[config.mk]
export PLATFORM = sky130hd
export DESIGN_NAME = multicycle_control
export DESIGN_NICKNAME = d
export VERILOG_FILES = /design/src/rtl/multicycle_control_pkg.sv /design/src/rtl/multicycle_control_decoder.sv /design/src/rtl/multicycle_control.sv
export SDC_FILE = /design/constraint.sdc
export NUM_CORES = 1
export LEC_CHECK = 0
export ABC_AREA = 1
export BUFFER_PORTS_ARGS = -buffer_cell sky130_fd_sc_hd__clkbuf_2
export CORE_AREA = 2 2 39 41
export DETAILED_ROUTE_END_ITERATION = 7
export DIE_AREA = 0 0 41 43
export PLACE_DENSITY = 0.8
export SLEW_MARGIN = 10
export SYNTH_ARGS = -nofsm -noshare
export SYNTH_HDL_FRONTEND = slang
export SYNTH_SLANG_ARGS = --single-unit
[constraint.sdc]
create_clock -name clock -period 1.8 [get_ports clock]
set_clock_uncertainty 0.15 [all_clocks]
set_input_delay 0.36 -clock clock [delete_from_list [all_inputs] [get_ports clock]]
set_output_delay 0.36 -clock clock [all_outputs]
set_load 0.005 [all_outputs]
[src/rtl/multicycle_control_pkg.sv]
// multicycle_control_pkg: shared states, opcodes and select encodings for the multicycle controller
// Optional feature macro used by importers: RVSIMPLE_MEM_TIMEOUT_EN
package multicycle_control_pkg;
  typedef enum logic [2:0] {
    FETCH,
    DECODE,
    EXECUTE,
    MEMORY,
    WRITEBACK,
    HALT
  } state_t;
  localparam logic [6:0] OPC_LOAD     = 7'b0000011;
  localparam logic [6:0] OPC_STORE    = 7'b0100011;
  localparam logic [6:0] OPC_OP       = 7'b0110011;
  localparam logic [6:0] OPC_OP_IMM   = 7'b0010011;
  localparam logic [6:0] OPC_LUI      = 7'b0110111;
  localparam logic [6:0] OPC_AUIPC    = 7'b0010111;
  localparam logic [6:0] OPC_JAL      = 7'b1101111;
  localparam logic [6:0] OPC_JALR     = 7'b1100111;
  localparam logic [6:0] OPC_BRANCH   = 7'b1100011;
  localparam logic [6:0] OPC_MISC_MEM = 7'b0001111;
  localparam logic [6:0] OPC_SYSTEM   = 7'b1110011;
  localparam logic [1:0] A_RS1  = 2'd0;
  localparam logic [1:0] A_PC   = 2'd1;
  localparam logic [1:0] A_ZERO = 2'd2;
  localparam logic [1:0] B_RS2  = 2'd0;
  localparam logic [1:0] B_IMM  = 2'd1;
  localparam logic [1:0] B_FOUR = 2'd2;
  localparam logic [2:0] WB_ALU  = 3'd0;
  localparam logic [2:0] WB_LOAD = 3'd1;
  localparam logic [2:0] WB_PC4  = 3'd2;
  localparam logic [2:0] WB_IMM  = 3'd3;
  localparam logic [1:0] NPC_PC4    = 2'd0;
  localparam logic [1:0] NPC_BRANCH = 2'd1;
  localparam logic [1:0] NPC_JAL    = 2'd2;
  localparam logic [1:0] NPC_JALR   = 2'd3;
endpackage

[src/rtl/multicycle_control_decoder.sv]
// control_decoder: combinational opcode classification for the multicycle controller
// Ports: opcode in; legal/is_load/is_store/rf_we flags and ALU, writeback, next-pc selects out.
module control_decoder
  import multicycle_control_pkg::*;
(
  input  logic [6:0] opcode,
  output logic       legal,
  output logic       is_load,
  output logic       is_store,
  output logic       rf_we,
  output logic [1:0] alu_a_sel,
  output logic [1:0] alu_b_sel,
  output logic [2:0] wb_sel,
  output logic [1:0] npc_sel
);
  always_comb begin
    is_load   = opcode == OPC_LOAD;
    is_store  = opcode == OPC_STORE;
    legal     = opcode inside {OPC_LOAD, OPC_STORE, OPC_OP, OPC_OP_IMM, OPC_LUI, OPC_AUIPC,
                               OPC_JAL, OPC_JALR, OPC_BRANCH, OPC_MISC_MEM, OPC_SYSTEM};
    rf_we     = !(opcode inside {OPC_STORE, OPC_BRANCH, OPC_MISC_MEM, OPC_SYSTEM});
    alu_a_sel = (opcode inside {OPC_AUIPC, OPC_JAL}) ? A_PC :
                (opcode == OPC_LUI) ? A_ZERO : A_RS1;
    alu_b_sel = (opcode inside {OPC_OP_IMM, OPC_LOAD, OPC_STORE, OPC_JALR, OPC_AUIPC, OPC_JAL, OPC_LUI}) ?
                B_IMM : B_RS2;
    wb_sel    = (opcode == OPC_LOAD) ? WB_LOAD :
                (opcode inside {OPC_JAL, OPC_JALR}) ? WB_PC4 :
                (opcode == OPC_LUI) ? WB_IMM : WB_ALU;
    npc_sel   = (opcode == OPC_BRANCH) ? NPC_BRANCH :
                (opcode == OPC_JAL) ? NPC_JAL :
                (opcode == OPC_JALR) ? NPC_JALR : NPC_PC4;
  end
endmodule

[src/rtl/multicycle_control.sv]
// multicycle_control: FETCH/DECODE/EXECUTE/MEMORY/WRITEBACK/HALT controller for a multicycle RV core
// Ports: clock, reset_n (sync, active-low), inst_opcode[6:0], mem_ready in;
//        pc/ir/regfile write enables, mem_read/mem_write, ALU A/B selects, writeback and next-pc
//        selects, sticky halted and mem_timeout out.
// Macro RVSIMPLE_MEM_TIMEOUT_EN adds a memory wait counter that halts after MEM_TIMEOUT wait cycles.
module multicycle_control
  import multicycle_control_pkg::*;
#(
  parameter int MEM_TIMEOUT  = 255,
  parameter int TIMEOUT_BITS = $clog2(MEM_TIMEOUT + 1)
) (
  input  logic       clock,
  input  logic       reset_n,
  input  logic [6:0] inst_opcode,
  input  logic       mem_ready,
  output logic       pc_write_enable,
  output logic       ir_write_enable,
  output logic       regfile_write_enable,
  output logic       mem_read,
  output logic       mem_write,
  output logic [1:0] alu_operand_a_select,
  output logic [1:0] alu_operand_b_select,
  output logic [2:0] reg_writeback_select,
  output logic [1:0] next_pc_select,
  output logic       halted,
  output logic       mem_timeout
);
  state_t     state_q, state_d;
  logic       legal, is_load, is_store, rf_we;
  logic [1:0] dec_a_sel, dec_b_sel, dec_npc_sel;
  logic [2:0] dec_wb_sel;
  logic       wait_mem, expired;
  control_decoder u_decoder (
    .opcode   (inst_opcode),
    .legal    (legal),
    .is_load  (is_load),
    .is_store (is_store),
    .rf_we    (rf_we),
    .alu_a_sel(dec_a_sel),
    .alu_b_sel(dec_b_sel),
    .wb_sel   (dec_wb_sel),
    .npc_sel  (dec_npc_sel)
  );
  assign wait_mem = (state_q == FETCH || state_q == MEMORY) && !mem_ready;
`ifdef RVSIMPLE_MEM_TIMEOUT_EN
  logic [TIMEOUT_BITS-1:0] wait_cnt_q, wait_cnt_d;
  logic                    timeout_q, timeout_d;
  assign expired     = wait_mem && wait_cnt_q == TIMEOUT_BITS'(MEM_TIMEOUT);
  assign mem_timeout = timeout_q;
  always_comb begin
    wait_cnt_d = (state_d != state_q) ? '0 : wait_mem ? wait_cnt_q + 1'b1 : wait_cnt_q;
    timeout_d  = timeout_q || expired;
  end
`else
  logic unused_cfg;
  assign unused_cfg  = (MEM_TIMEOUT > 0) && (TIMEOUT_BITS > 0);
  assign expired     = 1'b0;
  assign mem_timeout = 1'b0;
`endif
  always_comb begin
    state_d = state_q;
    case (state_q)
      FETCH:     state_d = mem_ready ? DECODE : expired ? HALT : FETCH;
      DECODE:    state_d = legal ? EXECUTE : HALT;
      EXECUTE:   state_d = (is_load || is_store) ? MEMORY : WRITEBACK;
      MEMORY:    state_d = mem_ready ? WRITEBACK : expired ? HALT : MEMORY;
      WRITEBACK: state_d = FETCH;
      HALT:      state_d = HALT;
      default:   state_d = FETCH;
    endcase
  end
  always_ff @(posedge clock) begin
    if (!reset_n) begin
      state_q <= FETCH;
`ifdef RVSIMPLE_MEM_TIMEOUT_EN
      wait_cnt_q <= '0;
      timeout_q  <= 1'b0;
`endif
    end else begin
      state_q <= state_d;
`ifdef RVSIMPLE_MEM_TIMEOUT_EN
      wait_cnt_q <= wait_cnt_d;
      timeout_q  <= timeout_d;
`endif
    end
  end
  assign halted = state_q == HALT;
  // Outputs are gated by reset_n so everything reads 0 while reset is held, whatever the old state.
  always_comb begin
    ir_write_enable      = reset_n && state_q == FETCH && mem_ready;
    mem_read             = reset_n && (state_q == FETCH || (state_q == MEMORY && is_load));
    mem_write            = reset_n && state_q == MEMORY && is_store;
    pc_write_enable      = reset_n && state_q == WRITEBACK;
    regfile_write_enable = reset_n && state_q == WRITEBACK && rf_we;
    alu_operand_a_select = !reset_n ? A_RS1 : (state_q == FETCH) ? A_PC :
                           (state_q == EXECUTE || state_q == MEMORY) ? dec_a_sel : A_RS1;
    alu_operand_b_select = !reset_n ? B_RS2 : (state_q == FETCH) ? B_FOUR :
                           (state_q == EXECUTE || state_q == MEMORY) ? dec_b_sel : B_RS2;
    reg_writeback_select = (reset_n && state_q == WRITEBACK) ? dec_wb_sel : WB_ALU;
    next_pc_select       = (reset_n && state_q == WRITEBACK) ? dec_npc_sel : NPC_PC4;
  end
endmodule

==> reports/metrics.yaml <==
drt_iter0_markers: 36
ys_types: 23
viasPerCell: 5.21
grt_use_met3_pct: 1.57
cap_violations: 0
netlist_instances: 96
drive_gt1_share_pct: 59.7
cpMaxStageDelayCell: "dfxtp_4"
synth_area_per_cell_um2: 5.41
p_leak_nw: 0.484
power_density_mw_per_mm2: 385
postRouteAntennaNets: 0
antenna_found_initial: 0
largest_reg_flops: 3
die_area_mm2: 0.00176
hold_path_class: "in -> reg"
drt-total-wl_um: 1970
die_h_um: 43
grt_util_met1_pct: 24.7
grt_pass1_vias: 658
critPathArrivalTime_ns: 1.26
clock.fmax_mhz: 564
min_period_ns: 1.77
biggestRegsByFlops: "state_q: 3 flops"
finalHoldViolCount: 0
grt_pass1_wl_um: 2480
setup_viol: 0
portBuffers: 23
htree_levels: 1
top_usage_layer: "met2"
ctsHoldBuffers: 0
ioPinCount: 26
rsz0062_at_grt: "yes"
gp_congestion: 0.895
worst-endpoint-required_ns: 1.29
area_growth_syn_to_layout_pct: 84.6
cts_tree: "done"
crit_chain: "inv_4, nor3_4, inv_2, nor3b_2, buf_2"
setup_slack_ns: 0.0266
vdd_drop_max_mv: 0.443
max_stage_delay_ns: 0.37
fillerInstances: 102
start_util_pct: 37.5
design_area_um2: 958
drc: 0
use_met2_pct: 33.4
post_drt_wl_per_cell_um: 12.7
nNetsFinal: 150
track_usage_pct: 19.4
dpl_worst_slack_ns: 0.0174
worstHoldPathCells: 6
post_dp_cell_area_um2: 696
ys_seq_elements: 3
clkLatencyLatePin_ns: 0.22
ys_seq_area_share_pct: 11.6
diodes: 0
cp-start-kind: "flop"
core_area_mm2: 0.00138
cts_buffers: 3
cts.sinks: 3
final_util_pct: 69.3
regMostFlops: "state_q"
dp.final_hpwl_um: 1190
yosys_warnings: 0
drtPass1Iterations: 4
clkTransAtPathRegs_ns: 0.04
clk_path_buf_depth: 2
whs_ns: 0.429
period_share_pct: 98.5
drv_slew: 0
num_vias: 808
synth_area_um2: 519
die_x_um: 41
outcome: "finished, final reports clean"
grt_start_max_net_pins: 7
std_cell_rows: 14
crit_path_end_kind: "output port"
crit_fanout: 5
cts_root_buf: "clkbuf_4"
grt_overflow: 0
worst-setup-path-type: "reg -> out"
reg2reg_depth: 8
cell usage after synthesis, drive strengths merged:
master,n,area (um^2)
nand4,2,12.5
nor2,18,92.6
o21a,1,7.51
nand3,9,55.1
buf,2,15.0
nand2,21,81.3
nand3b,1,7.51
nor3b,1,7.51
conb,1,3.75
a31oi,1,6.26
o31ai,1,7.51
a21oi,5,25.0
dfxtp,3,60.1
nor4,2,12.5
o21ai,3,15.0
nor3,4,31.3
inv,21,78.8
where the power goes:
part / switching (W) / internal, W / leakage [nW]
Clock: 0.0000303 / 0.0000828 / 0.0150
Sequential: 0.00000706 / 0.0000726 / 0.0267
Combinational: 0.0000971 / 0.0000787 / 0.442
logic make-up after synthesis:
kind of cell	count (synthesis)	synth area share [%]
DFF	3	11.6
AOI/OAI and AO/OA	11	11.8
other	1	0.722
and+or+nand+nor	58	57.8
buffers and inverters	23	18.1
stage by stage:
step,setup TNS (ns),power (W),cells
3_5_place_dp,0,0.000194,141
2_1_floorplan,0,0.000147,97
5_1_grt,-0.157,0.000393,155
6_report,0,0.000369,155
4_1_cts,-0.0235,0.000319,148
3_3_place_gp,0,0.000191,141
path summary, 6_finish.rpt:
| kind | startpoint | end | slack (ns) |
|---|---|---|---|
| max | state_q[2]$_SDFF_PN0_ | regfile_write_enable | 0.03 |
| min | mem_ready | state_q[1]$_SDFF_PN0_ | 0.43 |
| max reg2reg | state_q[1]$_SDFF_PN0_ | state_q[0]$_SDFF_PN0_ | 0.32 |
| min reg2reg | state_q[1]$_SDFF_PN0_ | state_q[1]$_SDFF_PN0_ | 0.44 |
repair_timing:
item                                    4_1_cts  5_1_grt
endpoints found under the setup margin        3        8
pin swaps                                     2       16
setup buffers                                 3        7
gates resized for setup                      11       55
placed cells by master, fill, tap and decap left out:
| cell | count |
|---|---|
| inv_2 | 8 |
| inv_1 | 11 |
| nand3_4 | 1 |
| nor2_4 | 6 |
| nand2_2 | 4 |
| buf_6 | 3 |
| clkbuf_4 | 3 |
| nor3b_2 | 1 |
| nand3_2 | 4 |
| conb_1 | 2 |
| o21a_1 | 1 |
| nand2_1 | 15 |
| o21ai_2 | 1 |
| o21ai_0 | 2 |
| nand3_1 | 4 |
| nand4_1 | 2 |
| nor3_4 | 1 |
| nor3_2 | 1 |
| nand2_4 | 2 |
| buf_4 | 18 |
| a21oi_1 | 5 |
| nor4_2 | 2 |
| dfxtp_4 | 3 |
| clkbuf_1 | 1 |
| buf_8 | 2 |
| nor3_1 | 2 |
| buf_2 | 3 |
| nand3b_1 | 1 |
| o31ai_2 | 1 |
| nor2_2 | 3 |
| nor2_1 | 9 |
| clkbuf_2 | 14 |
| a31oi_1 | 1 |
| inv_4 | 2 |
routing by layer:
layer / up-vias / share of wire (%)
met5: - / 0
met2: 35 / 51
met1: 382 / 41
met3: 0 / 7.5
li1: 391 / -
met4: 0 / 0
critical path: cells and delay by family, from the launching register on:
kind | cells | cell delay (ns)
buffers and inverters | 3 | 0.28
DFF | 1 | 0.37
and+or+nand+nor | 2 | 0.38
area by class of cell:
| class | count | area [um^2] | share of cell area [%] |
|---|---|---|---|
| clock buffer | 4 | 26.3 | 2.74 |
| inverter | 21 | 83.8 | 8.75 |
| multi-input combinational | 71 | 473 | 49.3 |
| sequential | 3 | 71.3 | 7.44 |
| tap | 16 | 20.0 | 2.09 |
| timing repair buffer | 40 | 284 | 29.6 |
Power figures use the tool's default switching activity.
